--- config.mk ---
export PLATFORM = sky130hd
export DESIGN_NAME = cal_ctrl
export DESIGN_NICKNAME = d
export VERILOG_FILES = /design/src/rtl/cal_pkg.sv /design/src/rtl/cal_month_len.sv /design/src/rtl/cal_ctrl.sv
export SDC_FILE = /design/constraint.sdc
export NUM_CORES = 1
export LEC_CHECK = 0
export CORE_MARGIN = 2
export CORE_UTILIZATION = 33
export CTS_CLUSTER_DIAMETER = 30
export DETAILED_ROUTE_END_ITERATION = 10
export GPL_TIMING_DRIVEN = 1
export HOLD_SLACK_MARGIN = 0.03
export PLACE_DENSITY_LB_ADDON = 0.2
export SYNTH_ARGS = -nofsm -noshare
export SYNTH_HDL_FRONTEND = slang
export SYNTH_SLANG_ARGS = --single-unit
export TNS_END_PERCENT = 5
--- constraint.sdc ---
create_clock -name clk -period 4.7 [get_ports clk]
set_clock_uncertainty 0.05 [all_clocks]
set_input_delay 1.175 -clock clk [delete_from_list [all_inputs] [get_ports clk]]
set_output_delay 1.175 -clock clk [all_outputs]
set_load 0.1 [all_outputs]
--- src/rtl/cal_pkg.sv ---
// Shared calendar constants, FSM state type and the month-length helper.
package cal_pkg;

  localparam int unsigned DATE_W   = 5;
  localparam int unsigned MONTH_W  = 4;
  localparam int unsigned LEAP_W   = 2;
  localparam int unsigned MONTHS   = 12;
  localparam int unsigned FEB      = 2;
  localparam int unsigned DEC      = 12;
  localparam int unsigned MAX_DATE = 31;

  typedef enum logic {
    RUN = 1'b0,
    SET = 1'b1
  } cal_state_t;

  // Number of days in a month; leap selects the 29-day February.
  function automatic logic [DATE_W-1:0] days_in_month(input logic [MONTH_W-1:0] month,
                                                      input logic                leap);
    logic [DATE_W-1:0] days;
    days = DATE_W'(MAX_DATE);
    case (month)
      MONTH_W'(FEB):                          days = leap ? DATE_W'(29) : DATE_W'(28);
      MONTH_W'(4), MONTH_W'(6),
      MONTH_W'(9), MONTH_W'(11):              days = DATE_W'(30);
      default:                                days = DATE_W'(MAX_DATE);
    endcase
    return days;
  endfunction

endpackage

--- src/rtl/cal_month_len.sv ---
// Combinational month-length lookup.
//   month : month number 1..12
//   leap  : 1 = current year is a leap year (February has 29 days)
//   last  : last valid date of that month
module cal_month_len
  import cal_pkg::*;
(
  input  logic [MONTH_W-1:0] month,
  input  logic               leap,
  output logic [DATE_W-1:0]  last
);

  assign last = days_in_month(month, leap);

endmodule

--- src/rtl/cal_ctrl.sv ---
// Calendar sequencer: owns date, month and leap phase; advances on the
// day-rollover carry in run mode and on the Dateadv/Monthadv buttons in set mode.
//   clk        : system clock (1 pulse/sec)
//   rst        : asynchronous active-low reset
//   day_tick   : one-cycle carry from the hh:mm:ss chain
//   timeset    : 1 = set mode, 0 = run mode
//   dateadv    : set-mode date advance (level, one step per clk)
//   monthadv   : set-mode month advance (level, one step per clk)
//   date_out   : current date 1..31, zero-extended to W
//   month_out  : current month 1..12, zero-extended to W
//   leap_phase : years since last leap year (0 = leap year)
//   year_carry : one-cycle pulse after the Dec 31 -> Jan 1 rollover
module cal_ctrl
  import cal_pkg::*;
#(
  parameter bit          LEAP_EN = 1'b1,
  parameter int unsigned W       = 7
) (
  input  logic              clk,
  input  logic              rst,
  input  logic              day_tick,
  input  logic              timeset,
  input  logic              dateadv,
  input  logic              monthadv,
  output logic [W-1:0]      date_out,
  output logic [W-1:0]      month_out,
  output logic [LEAP_W-1:0] leap_phase,
  output logic              year_carry
);

  cal_state_t          r_state;
  cal_state_t          w_state_nxt;
  logic [DATE_W-1:0]   r_date;
  logic [DATE_W-1:0]   w_date_nxt;
  logic [MONTH_W-1:0]  r_month;
  logic [MONTH_W-1:0]  w_month_nxt;
  logic [LEAP_W-1:0]   r_leap;
  logic [LEAP_W-1:0]   w_leap_nxt;
  logic                r_carry;
  logic                w_carry_nxt;

  logic                w_is_leap;
  logic [MONTH_W-1:0]  w_month_inc;
  logic [MONTH_W-1:0]  w_set_month;
  logic [DATE_W-1:0]   w_last_cur;
  logic [DATE_W-1:0]   w_last_set;

  assign w_is_leap   = LEAP_EN && (r_leap == '0);
  assign w_month_inc = (r_month == MONTH_W'(DEC)) ? MONTH_W'(1) : MONTH_W'(r_month + MONTH_W'(1));
  // Month after the set-mode month step; the date is judged against this month.
  assign w_set_month = monthadv ? w_month_inc : r_month;

  cal_month_len u_len_cur (
    .month (r_month),
    .leap  (w_is_leap),
    .last  (w_last_cur)
  );

  cal_month_len u_len_set (
    .month (w_set_month),
    .leap  (w_is_leap),
    .last  (w_last_set)
  );

  // State and calendar registers.
  always_ff @(posedge clk or negedge rst) begin
    if (!rst) begin
      r_state <= RUN;
      r_date  <= DATE_W'(1);
      r_month <= MONTH_W'(1);
      r_leap  <= '0;
      r_carry <= 1'b0;
    end else begin
      r_state <= w_state_nxt;
      r_date  <= w_date_nxt;
      r_month <= w_month_nxt;
      r_leap  <= w_leap_nxt;
      r_carry <= w_carry_nxt;
    end
  end

  // Mode transitions and next calendar values; the mode entered at this edge
  // selects the action, so timeset takes effect without a cycle of lag.
  always_comb begin
    w_state_nxt = r_state;
    w_date_nxt  = r_date;
    w_month_nxt = r_month;
    w_leap_nxt  = r_leap;
    w_carry_nxt = 1'b0;

    case (r_state)
      RUN:     if (timeset)  w_state_nxt = SET;
      SET:     if (!timeset) w_state_nxt = RUN;
      default: w_state_nxt = RUN;
    endcase

    if (w_state_nxt == SET) begin
      // Buttons wrap locally: no carry into month or leap phase.
      w_month_nxt = w_set_month;
      if (dateadv) begin
        w_date_nxt = (r_date >= w_last_set) ? DATE_W'(1) : DATE_W'(r_date + DATE_W'(1));
      end else if (r_date > w_last_set) begin
        w_date_nxt = w_last_set;
      end
    end else if (day_tick) begin
      if (r_date < w_last_cur) begin
        w_date_nxt = DATE_W'(r_date + DATE_W'(1));
      end else begin
        w_date_nxt = DATE_W'(1);
        if (r_month == MONTH_W'(DEC)) begin
          w_month_nxt = MONTH_W'(1);
          w_leap_nxt  = LEAP_W'(r_leap + LEAP_W'(1));
          w_carry_nxt = 1'b1;
        end else begin
          w_month_nxt = w_month_inc;
        end
      end
    end
  end

  assign date_out   = W'(r_date);
  assign month_out  = W'(r_month);
  assign leap_phase = r_leap;
  assign year_carry = r_carry;

endmodule

==> results by group, run 1 <==
Run status
  – Status: completed

Global route
  – Initial antenna violation count: 0
  – Largest net degree at the start of global routing: 16
  – Vias in the first global route: 949
  – GRT Util Overall: 0.141
  – Global-route wire length before repair: 4610 um
  – Overflow after GRT: 0

Synthesis
  – Synth cell count leaders: nand2_1 (12), nor2_1 (11), dfrtp_1 (10), inv_1 (10)
  – Mean Syn Cell Area: 8.69 um^2
  – Yosys reg bits: 12
  – Post-synth EDFFs: 0
  – Seq/Total Area, Yosys: 0.258
  – Cell taking the most area after synthesis: dfrtp_1
  – Area contributors post-synth: dfrtp_1 (21%), ha_1 (9.6%), dfstp_2 (4.5%), a21oi_1 (3.8%), buf_4 (3.8%)
  – Post-Syn Instances: 135
  – Unique masters post-synth: 46
  – Ys Warns: 0
  – Ys flop type: dfrtp_1
  – Most frequent cell after synthesis: nand2_1
  – Post-synth top area share: 0.213
  – Post-synth ARST share: 1.00
  – Cell area after synthesis: 1170 um^2

Detailed routing
  – Highest Signal Layer: met3
  – Metal1 wirelength: 1220 um
  – Post-Route WL: 2560 um
  – DR pass1 iterations: 4
  – Met3 wire len: 125 um
  – DRC: 0
  – WL met2: 1220 um
  – Antenna viol nets, final: 0
  – Routed vias/inst: 5.22
  – Total number of vias: 1023
  – DR iter-0 viols: 68
  – WL/cell: 13.0 um

Critical path
  – Worst path required time: 4.84 ns
  – Crit start category: input port
  – Reg2Reg Setup Slack: 1.69 ns
  – Critical path class: input port to flop
  – Arrival time at the worst endpoint: 3.59 ns
  – Worst Path Max Fanout: 8
  – Crit. End Element: flop
  – Reg-to-Reg Start: r_month[0]$_DFFE_PN1P_
  – R2R cell count: 11
  – Worst Setup SP: monthadv
  – Crit path to: r_date[0]$_DFFE_PN1P_
  – Reg2Reg Capture Point: r_date[1]$_DFFE_PN0P_

Floorplan
  – Die ar.: 4050 um^2
  – Starting Density: 0.349
  – Core area: 3360 um^2
  – I/O pin total: 23
  – Die H: 63.6 um
  – Die W: 63.6 um
  – Row count: 21

Cells and area
  – ANT cells: 0
  – Area Growth Syn to Fin: 16.1%
  – Sequential cell area: 303 um^2
  – Nets: 166
  – Fill cells: 375
  – Multi-input gate area: 754 um^2
  – Layout cells sized above 1: 0.193

Place
  – Gpl congestion: 0.906
  – I/O Buffers: 17
  – DP Wirelength: 1950 um

STA
  – Tmin final: 3.45 ns
  – Final TNS setup: 0 ns
  – RSZ-0062 raised after global routing: false
  – Final worst-path cycle share: 0.734
  – Max-Slew Margin vs Limit: 0.345
  – Max-slew violations: 0
  – Final setup viols: 0
  – Worst-Margin Slew: 0.979 ns
  – Hold Fails Final Rpt: 0
  – Max frequency: 290 MHz

Clock tree
  – Post-CTS Resized: 0
  – TritonCTS Buffers: 3
  – Post-CTS setup buffer count: 0
  – H-tree Lvls: 1
  – Root Driver: clkbuf_4
  – CTS Buffer Depth: 2
  – CTS tree: yes
  – Clock latency at the later pin of the worst-skew pair: 0.27 ns
  – Hold-fix buffers at CTS: 0
  – Count of clock tree sinks: 12
  – Clock-pin slew on the worst setup and hold paths: 0.08 ns

Worst hold path
  – Min-Delay Path Class: flop to flop

Run
  – Max_cap viols: 0
==> cell type report <==
type	count	share of cell area
multi-input cells	106	0.554
flip-flops and latches	12	0.222
clock buffers	4	0.0266
well taps	46	0.0422
repair buffers	17	0.125
inverters	11	0.0303
==> state kept, by name (all words and copies together), names as in the netlist <==
signal,flops
r_month,4
year_carry,1
leap_phase,2
r_date,5
==> kinds of logic after synthesis <==
family | count (synthesis) | share of synthesized area
AND/OR/NAND/NOR | 53 | 0.255
AO/OA/AOI/OAI | 36 | 0.251
buffers and inverters | 21 | 0.112
flip-flops | 12 | 0.258
adder cells (fa/ha/maj) | 9 | 0.0960
multiplexers | 2 | 0.0181
other | 1 | 0.00320
XOR/XNOR | 1 | 0.00746
==> cell usage in the layout (no fill, tap or decap), types with 2 or more instances in the layout <==
| cell type | n |
|---|---|
| a2bb2oi_1 | 2 |
| clkbuf_4 | 3 |
| o21ai_0 | 4 |
| o22a_1 | 2 |
| a21oi_1 | 9 |
| o22ai_1 | 2 |
| nand2b_1 | 3 |
| o21ai_2 | 2 |
| a21oi_2 | 2 |
| nor2_1 | 11 |
| ha_1 | 9 |
| inv_1 | 10 |
| o21ai_1 | 2 |
| nor3b_1 | 2 |
| clkdlybuf4s50_1 | 17 |
| dfstp_2 | 2 |
| nand3_1 | 6 |
| dfrtp_1 | 10 |
| nor3_1 | 4 |
| and2_4 | 3 |
| conb_1 | 5 |
| nor3_2 | 3 |
| nand2_1 | 12 |
| nor2_2 | 2 |
==> critical path, stage by stage <==
cell	delay, ns
clkdlybuf4s50_1	0.54
and2_4	0.23
a21oi_2	0.14
a2bb2oi_2	0.23
nor3_2	0.08
ha_1	0.31
nor2b_1	0.15
o211ai_2	0.21
nand2_2	0.10
and4_4	0.20
a311oi_2	0.23
==> routing by layer <==
layer,up-vias,GRT usage
met2,32,0.224
met3,0,0.0446
li1,498,-
met1,493,0.191
met4,0,0.0217
met5,-,0
==> worst min path at each step <==
stage                                          from                   endpoint  slack [ns]  depth (start not counted)
final                     leap_phase[1]$_DFFE_PN0P_  leap_phase[1]$_DFFE_PN0P_        0.47                          1
after global routing      leap_phase[1]$_DFFE_PN0P_  leap_phase[1]$_DFFE_PN0P_        0.52                          1
after detailed placement  leap_phase[1]$_DFFE_PN0P_  leap_phase[1]$_DFFE_PN0P_        0.46                          1
after CTS                 leap_phase[1]$_DFFE_PN0P_  leap_phase[1]$_DFFE_PN0P_        0.48                          1
after floorplan               r_date[0]$_DFFE_PN1P_      r_date[0]$_DFFE_PN1P_        0.73                          2
after global placement    leap_phase[1]$_DFFE_PN0P_  leap_phase[1]$_DFFE_PN0P_        0.45                          1
==> per-stage QoR <==
stage,setup slack [ns],instance area (um^2),hold slack (ns),std cells,util
3_3_place_gp,1.01,1330,0.446,192,0.394
5_1_grt,1.08,1360,0.518,196,0.405
4_1_cts,1.25,1360,0.477,196,0.405
3_5_place_dp,0.981,1330,0.457,192,0.394
6_report,1.25,1360,0.473,196,0.405
2_1_floorplan,1.45,1190,0.735,139,-
Power of run 1 is not shown: default switching activity piles up to over one toggle a cycle in this logic, so the estimate is an artifact.
==> inputs of run 2 (changes only) <==
clock period = 2.85 ns   (was 4.7 ns; I/O delays follow)
==> run 2 against run 1 <==
Routed wire length up 5.9%. Sequential cell count stayed put. Setup slack worse by 1.1 ns. Non-clock buffer count up 7. First-iteration DRC count down 25%. Highest routed layer is now met4. Utilization rose by 4.1 points. Worst hold slack improved by 0.0074 ns. Register-to-register slack worse by 1.5 ns. Sequential share of layout area fell by 1.6 points. Largest cell class unchanged. Critical path depth did not move. Final cell count increased by 3.6%.
==> results by group, run 2 (same netlist as run 1, synthesis figures left out) <==
Run status
  – Status: completed

Global route
  – Largest net degree at the start of global routing: 16
  – Vias in the first global route: 954
  – Initial antenna violation count: 0
  – GRT Util Overall: 0.140
  – Overflow after GRT: 0
  – Global-route wire length before repair: 4510 um

Detailed routing
  – Antenna viol nets, final: 0
  – DRC: 0
  – Routed vias/inst: 5.20
  – DR pass1 iterations: 5
  – Post-Route WL: 2710 um
  – WL/cell: 13.3 um
  – Total number of vias: 1056
  – DR iter-0 viols: 51

Cells and area
  – Area Growth Syn to Fin: 27.9%
  – ANT cells: 0
  – Most frequent cells in the layout: buf_4 (19), nand2_1 (12), nor2_1 (10)
  – Layout cells sized above 1: 0.389
  – Nets: 173
  – Commonest non-fill, non-tap cell in the layout: buf_4
  – Top reg by flops: r_date
  – Max FFs per register: 5

Place
  – Gpl congestion: 0.880
  – Pre-CTS setup slack: -0.436 ns
  – DP Wirelength: 2070 um
  – I/O Buffers: 17

STA
  – Setup slack after layout: 0.143 ns
  – Hold Fails Final Rpt: 0
  – Max frequency: 369 MHz
  – Max-Slew Margin vs Limit: 0.639
  – Max-slew violations: 0
  – Worst-Margin Slew: 0.540 ns
  – RSZ-0062 raised after global routing: false
  – Tmin final: 2.71 ns
  – Final setup viols: 0
  – Final worst-path cycle share: 0.950
  – Final TNS setup: 0 ns

Clock tree
  – Clock latency at the later pin of the worst-skew pair: 0.28 ns
  – CTS tree: yes
  – Hold-fix buffers at CTS: 0
  – CTS Buffer Depth: 2
  – H-tree Lvls: 1
  – TritonCTS Buffers: 3
  – Clock-pin slew on the worst setup and hold paths: 0.08 ns
  – Root Driver: clkbuf_4
  – Count of clock tree sinks: 12

Critical path
  – Worst Path Max Fanout: 7
  – Worst path required time: 3.00 ns
  – Worst Setup SP: r_month[0]$_DFFE_PN1P_
  – Crit. End Element: flop
  – Arrival time at the worst endpoint: 2.85 ns
  – Crit start category: flop
  – Reg-to-Reg Start: r_month[0]$_DFFE_PN1P_
  – Critical path class: flop to flop

Worst hold path
  – Min-Delay Path Class: flop to flop
  – Hold path start: leap_phase[1]$_DFFE_PN0P_

Floorplan
  – Row count: 21
  – Die W: 63.6 um
  – I/O pin total: 23
  – Core area: 3360 um^2
  – Starting Density: 0.349
  – Die H: 63.6 um
  – Die ar.: 4050 um^2

Run
  – Max_cap viols: 0
[run 2: cell count changes in the layout (fill, tap and decap cells not counted), sizes merged]
cell,delta
clkdlybuf4s50,-13
dlygate4sd2,+1
buf,+19
[run 2: timing repair]
action	CTS	global route
gates cloned	0	0
buffers inserted	0	2
endpoints found under the setup margin	5	5
pin swaps	0	7
resized for setup	1	16
[run 2: path summary, 6_finish.rpt]
path                                              to  slack, ns  depth (start not counted)
max                            r_date[0]$_DFFE_PN1P_       0.14                         11
min in group asynchronous     r_month[3]$_DFFE_PN0P_       0.73                          1
max reg2reg                    r_date[0]$_DFFE_PN1P_       0.14                         11
max in group asynchronous     r_month[1]$_DFFE_PN0P_       1.63                          1
min                        leap_phase[1]$_DFFE_PN0P_       0.48                          1
min reg2reg                leap_phase[1]$_DFFE_PN0P_       0.48                          1
[run 2: final cells by class]
type	instances	area [um^2]
Timing Repair Buffer	24	191
Tap cell	46	57.6
Sequential cell	12	309
Inverter	11	43.8
Fill cell	350	1860
Clock buffer	4	36.3
Multi-Input combinational cell	106	863
[run 2: per-layer routing]
layer | vias to the layer above | share of wire | track usage | routed length (um)
li1 | 510 | - | - | -
met1 | 502 | 0.46 | 0.188 | 1240
met2 | 36 | 0.48 | 0.220 | 1290
met3 | 8 | 0.045 | 0.0286 | 121
met4 | 0 | 0.020 | 0.0571 | 55
met5 | - | 0 | 0 | 0
[run 2: per-stage QoR]
stage / hold slack (ns) / instance area [um^2] / util / std cells
2_1_floorplan: 0.367 / 1210 / - / 139
3_3_place_gp: 0.448 / 1360 / 0.404 / 197
3_5_place_dp: 0.471 / 1360 / 0.404 / 197
4_1_cts: 0.489 / 1390 / 0.414 / 201
5_1_grt: 0.514 / 1500 / 0.446 / 203
6_report: 0.480 / 1500 / 0.446 / 203
[run 2: critical path, cell delays in order, from the launching register on]
cell      delay [ns]
dfstp_4         0.68
inv_4           0.06
ha_4            0.26
mux2i_1         0.08
buf_4           0.16
nor3_4          0.21
ha_4            0.25
nor2b_1         0.14
o211ai_2        0.23
nand2_2         0.09
and4_4          0.19
a311oi_2        0.23
Power of run 2 is left out for the same reason.
==> inputs of run 3 (changes only) <==
CAP_MARGIN = 25   (was unset)
==> results of run 3 <==
No change in the layout: final DEF, timing and power equal those of run 2.
Power of run 3 is left out for the same reason.
